## config.mk

```make
export PLATFORM = sky130hd
export DESIGN_NAME = sample_stream_fifo
export DESIGN_NICKNAME = d
export VERILOG_FILES = /design/src/rtl/sample_stream_pkg.sv /design/src/rtl/sample_stream_mem.sv /design/src/rtl/sample_stream_fifo.sv
export SDC_FILE = /design/constraint.sdc
export NUM_CORES = 1
export LEC_CHECK = 0
export ABC_AREA = 1
export CAP_MARGIN = 20
export CELL_PAD_IN_SITES_DETAIL_PLACEMENT = 0
export CELL_PAD_IN_SITES_GLOBAL_PLACEMENT = 2
export CORE_AREA = 3 3 81 83
export CTS_BUF_LIST = sky130_fd_sc_hd__clkbuf_8 sky130_fd_sc_hd__clkbuf_16
export CTS_CLUSTER_SIZE = 14
export DETAILED_ROUTE_END_ITERATION = 8
export DIE_AREA = 0 0 84 86
export PLACE_DENSITY = 0.63
export SYNTH_ARGS = -nofsm -noshare
export SYNTH_HDL_FRONTEND = slang
export SYNTH_SLANG_ARGS = --single-unit
```

## constraint.sdc

```tcl
create_clock -name i_clk -period 2.92 [get_ports i_clk]
set_input_delay 0.584 -clock i_clk [delete_from_list [all_inputs] [get_ports i_clk]]
set_output_delay 0.584 -clock i_clk [all_outputs]
set_load 0.01 [all_outputs]
```

## src/rtl/sample_stream_pkg.sv

```systemverilog
// Shared width helpers and run-state type for the sample stream FIFO.
package sample_stream_pkg;

    typedef enum logic {
        HOLD = 1'b0,
        RUN  = 1'b1
    } run_state_e;

    function automatic int unsigned ptr_width(input int unsigned depth);
        return $clog2(depth);
    endfunction

    // One extra bit so that a completely full FIFO (count == DEPTH) is representable.
    function automatic int unsigned cnt_width(input int unsigned depth);
        return $clog2(depth) + 1;
    endfunction

endpackage

```

## src/rtl/sample_stream_mem.sv

```systemverilog
// DEPTH x DATA_WIDTH register array: one synchronous write port, one asynchronous read port.
module sample_stream_mem
    import sample_stream_pkg::*;
#(
    parameter int unsigned DATA_WIDTH = 8,
    parameter int unsigned DEPTH      = 4,
    parameter int unsigned PTR_W      = ptr_width(DEPTH)
) (
    input  logic                  i_clk,
    input  logic                  i_we,
    input  logic [PTR_W-1:0]      i_waddr,
    input  logic [DATA_WIDTH-1:0] i_wdata,
    input  logic [PTR_W-1:0]      i_raddr,
    output logic [DATA_WIDTH-1:0] o_rdata
);

    logic [DATA_WIDTH-1:0] w_entries [DEPTH];

    // One named block per entry keeps each stored word visible in the hierarchy.
    for (genvar g = 0; g < DEPTH; g++) begin : g_entry
        logic [DATA_WIDTH-1:0] r_word;

        always_ff @(posedge i_clk) begin
            if (i_we && (i_waddr == PTR_W'(g))) begin
                r_word <= i_wdata;
            end
        end

        assign w_entries[g] = r_word;
    end

    assign o_rdata = w_entries[i_raddr];

endmodule

```

## src/rtl/sample_stream_fifo.sv

```systemverilog
// Valid/ready sample FIFO with fill level, almost-full and synchronous flush.
// Define SAMPLE_STREAM_CHECKSUM_EN to add the running checksum output.
module sample_stream_fifo
    import sample_stream_pkg::*;
#(
    parameter int unsigned DATA_WIDTH  = 8,
    parameter int unsigned DEPTH       = 4,
    parameter int unsigned AFULL_LEVEL = DEPTH - 1
) (
    input  logic                         i_clk,
    input  logic                         i_reset_n,
    input  logic                         i_flush,
    input  logic                         i_stream_in_valid,
    output logic                         o_stream_in_ready,
    input  logic [DATA_WIDTH-1:0]        i_stream_in_data,
    output logic                         o_stream_out_valid,
    input  logic                         i_stream_out_ready,
    output logic [DATA_WIDTH-1:0]        o_stream_out_data,
    output logic [cnt_width(DEPTH)-1:0]  o_fill_level,
    output logic                         o_almost_full
`ifdef SAMPLE_STREAM_CHECKSUM_EN
    ,
    output logic [DATA_WIDTH-1:0]        o_checksum_out
`endif
);

    localparam int unsigned PTR_W = ptr_width(DEPTH);
    localparam int unsigned CNT_W = cnt_width(DEPTH);

    run_state_e       r_state;
    logic [PTR_W-1:0] r_wr_ptr;
    logic [PTR_W-1:0] r_rd_ptr;
    logic [CNT_W-1:0] r_count;

    logic w_push;
    logic w_pop;

    // Ready is gated by flush so a flushing edge can never also accept a word.
    assign o_stream_in_ready  = (r_state == RUN) && (r_count < CNT_W'(DEPTH)) && !i_flush;
    assign o_stream_out_valid = (r_count != '0);
    assign o_fill_level       = r_count;
    assign o_almost_full      = (r_count >= CNT_W'(AFULL_LEVEL));

    assign w_push = i_stream_in_valid && o_stream_in_ready;
    assign w_pop  = o_stream_out_valid && i_stream_out_ready;

    always_ff @(posedge i_clk or negedge i_reset_n) begin
        if (!i_reset_n) begin
            r_state  <= HOLD;
            r_wr_ptr <= '0;
            r_rd_ptr <= '0;
            r_count  <= '0;
        end else begin
            if (r_state == HOLD) begin
                r_state <= RUN;
            end
            if (i_flush) begin
                r_wr_ptr <= '0;
                r_rd_ptr <= '0;
                r_count  <= '0;
            end else begin
                if (w_push) begin
                    r_wr_ptr <= r_wr_ptr + PTR_W'(1);
                end
                if (w_pop) begin
                    r_rd_ptr <= r_rd_ptr + PTR_W'(1);
                end
                unique case ({w_push, w_pop})
                    2'b10:   r_count <= r_count + CNT_W'(1);
                    2'b01:   r_count <= r_count - CNT_W'(1);
                    default: r_count <= r_count;
                endcase
            end
        end
    end

    sample_stream_mem #(
        .DATA_WIDTH (DATA_WIDTH),
        .DEPTH      (DEPTH),
        .PTR_W      (PTR_W)
    ) u_mem (
        .i_clk   (i_clk),
        .i_we    (w_push),
        .i_waddr (r_wr_ptr),
        .i_wdata (i_stream_in_data),
        .i_raddr (r_rd_ptr),
        .o_rdata (o_stream_out_data)
    );

`ifdef SAMPLE_STREAM_CHECKSUM_EN
    logic [DATA_WIDTH-1:0] r_checksum;

    always_ff @(posedge i_clk or negedge i_reset_n) begin
        if (!i_reset_n) begin
            r_checksum <= '0;
        end else if (i_flush) begin
            r_checksum <= '0;
        end else if (w_push) begin
            r_checksum <= r_checksum + i_stream_in_data;
        end
    end

    assign o_checksum_out = r_checksum;
`endif

endmodule

```

# Word level (Yosys, flattened, before mapping)
# Index checks and enable logic that the tools add are counted.
[classes]
addsub = 4
magnitude_cmp = 3
eq_ne = 5
n_mux = 9
bitwise = 1
n_reduce_logical = 14
[ops]
columns = ["cell", "n"]
rows = [
  ["binary-select mux 8 bit (select 2 bit)", 1],
  ["2-to-1 mux 8 bit", 2],
  ["logical AND 1 bit", 8],
  ["2-to-1 mux 2 bit", 4],
  ["equality test 2 bit (second input constant)", 3],
  ["one-hot mux 3 bit (2 select lines)", 1],
  ["nonzero test 3 bit", 2],
  ["adder 2 x 1 -> 2 bit (second input constant)", 2],
  ["equality test 2 x 1 -> 1 bit (second input constant)", 2],
  ["nonzero test 2 bit", 2],
  ["adder 3 x 1 -> 3 bit (second input constant)", 1],
  [">= comparator 3 x 2 -> 1 bit (second input constant)", 1],
  [">= comparator 3 bit (second input constant)", 1],
  ["less-than comparator 3 bit (second input constant)", 1],
  ["2-to-1 mux 3 bit", 1],
  ["inverter 2 -> 3 bit", 1],
  ["subtractor 3 x 1 -> 3 bit (second input constant)", 1],
  ["zero test 2 bit", 1],
  ["zero test 1 bit", 1],
]
[totals]
ff_bits = 40
in_bits = 13
out_inout_bits = 14
word_cells = 44

# Depth between registers and ports, before layout
[depth]
ltp_word = 7
depth_mapped = 11
depth_no_buf = 11

# By module
# Synthesis repeated with hierarchy kept, for this count alone.
[unflattened]
cells_unflattened = 195
hier_area_um2 = 1919.3
[by_module_without_submodules]
columns = ["module", "n_inst", "cells_each", "area_each_um2", "seq_area_each_um2"]
rows = [
  ["sample_stream_mem", 1, 133, 1387.6, 960.9],
  ["sample_stream_fifo", 1, 62, 531.8, 200.2],
]

# Worst setup path before layout
# OpenSTA, ideal clock, no wires.
[synth_path]
path_kind = "input to register"
start = "in i_flush"
end = "reg r_count[2], in the netlist o_fill_level[2]"
setup_time_ns = 0.117
arrival_ns = 1.639
setup_slack_ns = 1.164
stages = 9
path_buffers = 0
cell_sequence = "inv_2 nand4_2 nand2_4 inv_1 fa_1 inv_1 nand3_1 nand3_1 nand2_1"
[synth_via]
elab_chain_len = 6
word_cells_on_any_way = 8
classes_between = "eq/ne: 2; mux: 2; reduce/logical: 4"
[synth_rtl]
columns = ["element", "line_no", "text"]
rows = [
  ["from (decl)", "sample_stream_fifo.sv:12", "input logic i_flush,"],
  ["zero test 1 bit", "sample_stream_fifo.sv:39", "assign o_stream_in_ready = (r_state == RUN) && (r_count < CNT_W'(DEPTH)) && !i_flush;"],
  ["logical AND 1 bit", "sample_stream_fifo.sv:39", ""],
  ["logical AND 1 bit", "sample_stream_fifo.sv:44", "assign w_push = i_stream_in_valid && o_stream_in_ready;"],
  ["equality test 2 x 1 -> 1 bit or equality test 2 bit (tied branches)", "sample_stream_fifo.sv:68", "unique case ({w_push, w_pop})"],
  ["one-hot mux 3 bit (2 select lines)", "sample_stream_fifo.sv:68", ""],
  ["2-to-1 mux 3 bit", "sample_stream_fifo.sv:57", "if (i_flush) begin"],
  ["to (signal assigned)", "sample_stream_fifo.sv:69", "2'b10: r_count <= r_count + CNT_W'(1);"],
  ["to (signal assigned)", "sample_stream_fifo.sv:70", "2'b01: r_count <= r_count - CNT_W'(1);"],
  ["to (signal assigned)", "sample_stream_fifo.sv:71", "default: r_count <= r_count;"],
  ["to (decl)", "sample_stream_fifo.sv:33", "logic [CNT_W-1:0] r_count;"],
]
# Parallel ways exist; a longest one is shown, timed or not.
# A chain may end at the register's enable or synchronous reset.

# Worst setup path in the final report
[layout_path]
start = "reg r_rd_ptr[1]"
end = "out o_stream_out_data[1]"
[layout_via]
elab_chain_len = 4
[layout_rtl]
columns = ["element", "line_no", "text"]
rows = [
  ["from (decl)", "sample_stream_fifo.sv:32", "logic [PTR_W-1:0] r_rd_ptr;"],
  ["from (signal assigned)", "sample_stream_fifo.sv:66", "r_rd_ptr <= r_rd_ptr + PTR_W'(1);"],
  ["inverter 2 -> 3 bit (not written as such)", "sample_stream_mem.sv:32", "assign o_rdata = w_entries[i_raddr];"],
  ["binary-select mux 8 bit (select 2 bit)", "sample_stream_mem.sv:32", ""],
  ["2-to-1 mux 8 bit (not written as such) (2 in a row)", "sample_stream_mem.sv:32", ""],
  ["to (decl)", "sample_stream_fifo.sv:18", "output logic [DATA_WIDTH-1:0] o_stream_out_data,"],
]
# Every way passes these cells. The select of a mux whose other input is x is not followed.

==> results.json <==
{
  "grt_usage": 0.107,
  "setup_viol": 0,
  "synth_seq_area_share": 0.676,
  "cts.clk_slew.worst_paths_ns": 0.08,
  "cp-end-kind": "output port",
  "drv_slew": 0,
  "cts_max_level": 2,
  "synth.most_common_cell": "edfxtp_1",
  "place_inst": 246,
  "num-fill-cells": 555,
  "path_max_fanout": 10,
  "synth.distinct_cells": 23,
  "synth_seq_cells": 40,
  "required_ns": 2.34,
  "post-route-period-util": 0.902,
  "row_count": 28,
  "die_h_um": 86,
  "antenna_found_initial": 0,
  "drt_wl_total_um": 3530,
  "clock_latency_ns": 0.28,
  "clockRootBuffer": "clkbuf_8",
  "synthCells": 143,
  "io_pins": 27,
  "synth_common_cells": "edfxtp_1, nor2_1, o21ai_0",
  "drc": 0,
  "syn-num-nets": 161,
  "cts_buffer_depth": 2,
  "path_cells": "inv_1, o21ai_0, o22ai_1, clkdlybuf4s50_1",
  "hold_buffers": 0,
  "use_met3": 0.0231,
  "r2r_setup_slack_ns": 1.19,
  "use_met2": 0.195,
  "core-area_sq_mm": 0.00592,
  "critPathSlowestCell": "clkdlybuf4s50_1",
  "grt_setup_unrepaired": "false",
  "synth_top_area_frac": 0.559,
  "status": "finished clean",
  "yosys_warnings": 0,
  "final_cell_count_no_fill": 254,
  "drt_iter0_drc": 52,
  "busiest_layer": "met2",
  "skew_ns": 0.00758,
  "critPathMaxStageDelay_ns": 0.57,
  "fin_crit_ns": 2.63,
  "grt_pass1_wl_um": 5820,
  "synth_flop_cell": "edfxtp_1",
  "wl_per_cell_um": 13.9,
  "async_reset_ff_frac": 0.200,
  "n_antenna_cell": 0,
  "dp_hpwl_um": 2390,
  "cts_sinks": 40,
  "synth.area.top_cells": "edfxtp_1, dfrtp_1, o21ai_0, nor2_1, ha_1",
  "p_per_area_mw_per_mm2": 617,
  "met1_usage": 0.122,
  "synth_edf_count": 32,
  "post_cts_resized": 0,
  "worstSetupPathType": "flip-flop to output port",
  "netlist_area_sq_mm": 0.00172,
  "port_buffers": 26,
  "peakVddDrop_mv": 0.217,
  "synth_top_area_cell": "edfxtp_1",
  "crit_arrival_ns": 2.05,
  "cts_made_buffers": 5,
  "die_x_um": 84,
  "syn_area_per_cell_sq_um": 12.0,
  "hold_viol": 0,
  "relSlewSlack": 0.641,
  "drive_gt1_frac": 0.140,
  "fmax_ghz": 0.380,
  "grt_pass1_vias": 1217,
  "vias": 1115,
  "nets": 196,
  "worstSetupStartpointType": "flip-flop",
  "placed_cell_area_sq_mm": 0.00209,
  "area_growth_pct": 28.6,
  "drtPass1Iterations": 4,
  "worstMarginPinSlew_ns": 0.538,
  "overflow": 0,
  "stdcell_area_sq_mm": 0.00221,
  "vias_per_cell": 4.39,
  "place_congestion": 0.722,
  "ant_nets": 0,
  "hold_class": "input pin to asynchronous set/reset pin",
  "setup_tns_ns": 0,
  "leakage_nw": 0.835,
  "die_area_sq_mm": 0.00722,
  "cts_tree": "built",
  "grt_max_degree": 18,
  "postCtsSetupRepairBufs": 0,
  "initial_core_util": 0.290,
  "drv_cap": 0
}
==> sequential cells by signal (all words and copies together), names as in the netlist <==
signal	count
o_fill_level	3
r_rd_ptr	2
r_state	1
r_wr_ptr	2
u_mem.g_entry.r_word	32
==> layout by cell type (no fill, tap or decap) <==
cell and count:
inv_6 1, nand2_4 3, conb_1 1, o21ai_1 3
nand2_1 11, clkbuf_8 5, o21ai_0 19, inv_1 13
clkinvlp_4 1, nand4_2 1, clkinv_4 1, nand3_1 4
bufinv_16 1, nand4_1 1, nor2_4 1, o22ai_1 8
nor2_1 21, nand3_2 1, inv_2 3, buf_4 5
clkdlybuf4s50_1 26, nand2_2 1, dfrtp_1 8, a21oi_2 1
edfxtp_1 32, ha_1 4, fa_1 1, a21oi_1 2
==> per-stage QoR <==
| step | total power, mW | setup slack (ns) | hold WS [ns] | utilization |
|---|---|---|---|---|
| 6_report | 1.36 | 0.287 | 0.586 | 0.373 |
| 5_1_grt | 1.44 | 0.0799 | 0.610 | 0.373 |
| 4_1_cts | 1.38 | 0.234 | 0.602 | 0.373 |
| 3_5_place_dp | 0.929 | 0.432 | 0.608 | 0.354 |
| 3_3_place_gp | 0.924 | 0.442 | 0.605 | 0.354 |
| 2_1_floorplan | 0.799 | 1.16 | 0.288 | - |
==> routing by layer <==
layer,part of all wire,vias to the layer above
li1,-,563
met1,0.42,533
met2,0.54,14
met3,0.024,5
met4,0.013,0
met5,0,-
==> power by group <==
part	switching (mW)	internal, mW
Clock	0.194	0.257
Sequential	0.0152	0.635
Combinational	0.142	0.120
==> layout make-up <==
cell class,count,area [sq um],area share
Clock buffer,5,68.8,0.0311
Sequential cell,40,1160,0.525
Multi-Input combinational cell,83,473,0.214
Tap cell,75,93.8,0.0425
Timing Repair Buffer,31,298,0.135
Clock inverter,3,46.3,0.0210
Inverter,17,68.8,0.0311
==> kinds of logic (layout without fill, tap and decap cells) <==
logic type,count (synthesis),after routing,share of synthesized area
buffers and inverters,20,56,0.0488
AO/OA/AOI/OAI,33,33,0.104
flip-flops,40,40,0.676
AND/OR/NAND/NOR,44,44,0.128
adder cells (fa/ha/maj),5,5,0.0408
other,1,1,0.00218
==> worst paths after layout <==
path	cells past startpoint	end	start
min reg2reg	2	o_fill_level[1]$_DFFE_PN0P_	o_fill_level[1]$_DFFE_PN0P_
min in group i_clk	2	o_fill_level[1]$_DFFE_PN0P_	o_fill_level[1]$_DFFE_PN0P_
min	1	o_fill_level[2]$_DFFE_PN0P_	i_reset_n
max reg2reg	9	o_fill_level[2]$_DFFE_PN0P_	o_fill_level[2]$_DFFE_PN0P_
max in group asynchronous	1	o_fill_level[0]$_DFFE_PN0P_	i_reset_n
max	4	o_stream_out_data[1]	r_rd_ptr[1]$_DFFE_PN0P_
==> worst max-delay path: cells and delay by family, from the launching register on <==
family | cells | cell delay, ns
buffers and inverters | 2 | 0.92
DFF | 1 | 0.51
AOI/OAI and AO/OA | 2 | 0.33
Note: power is estimated with default switching activity, not from simulation.
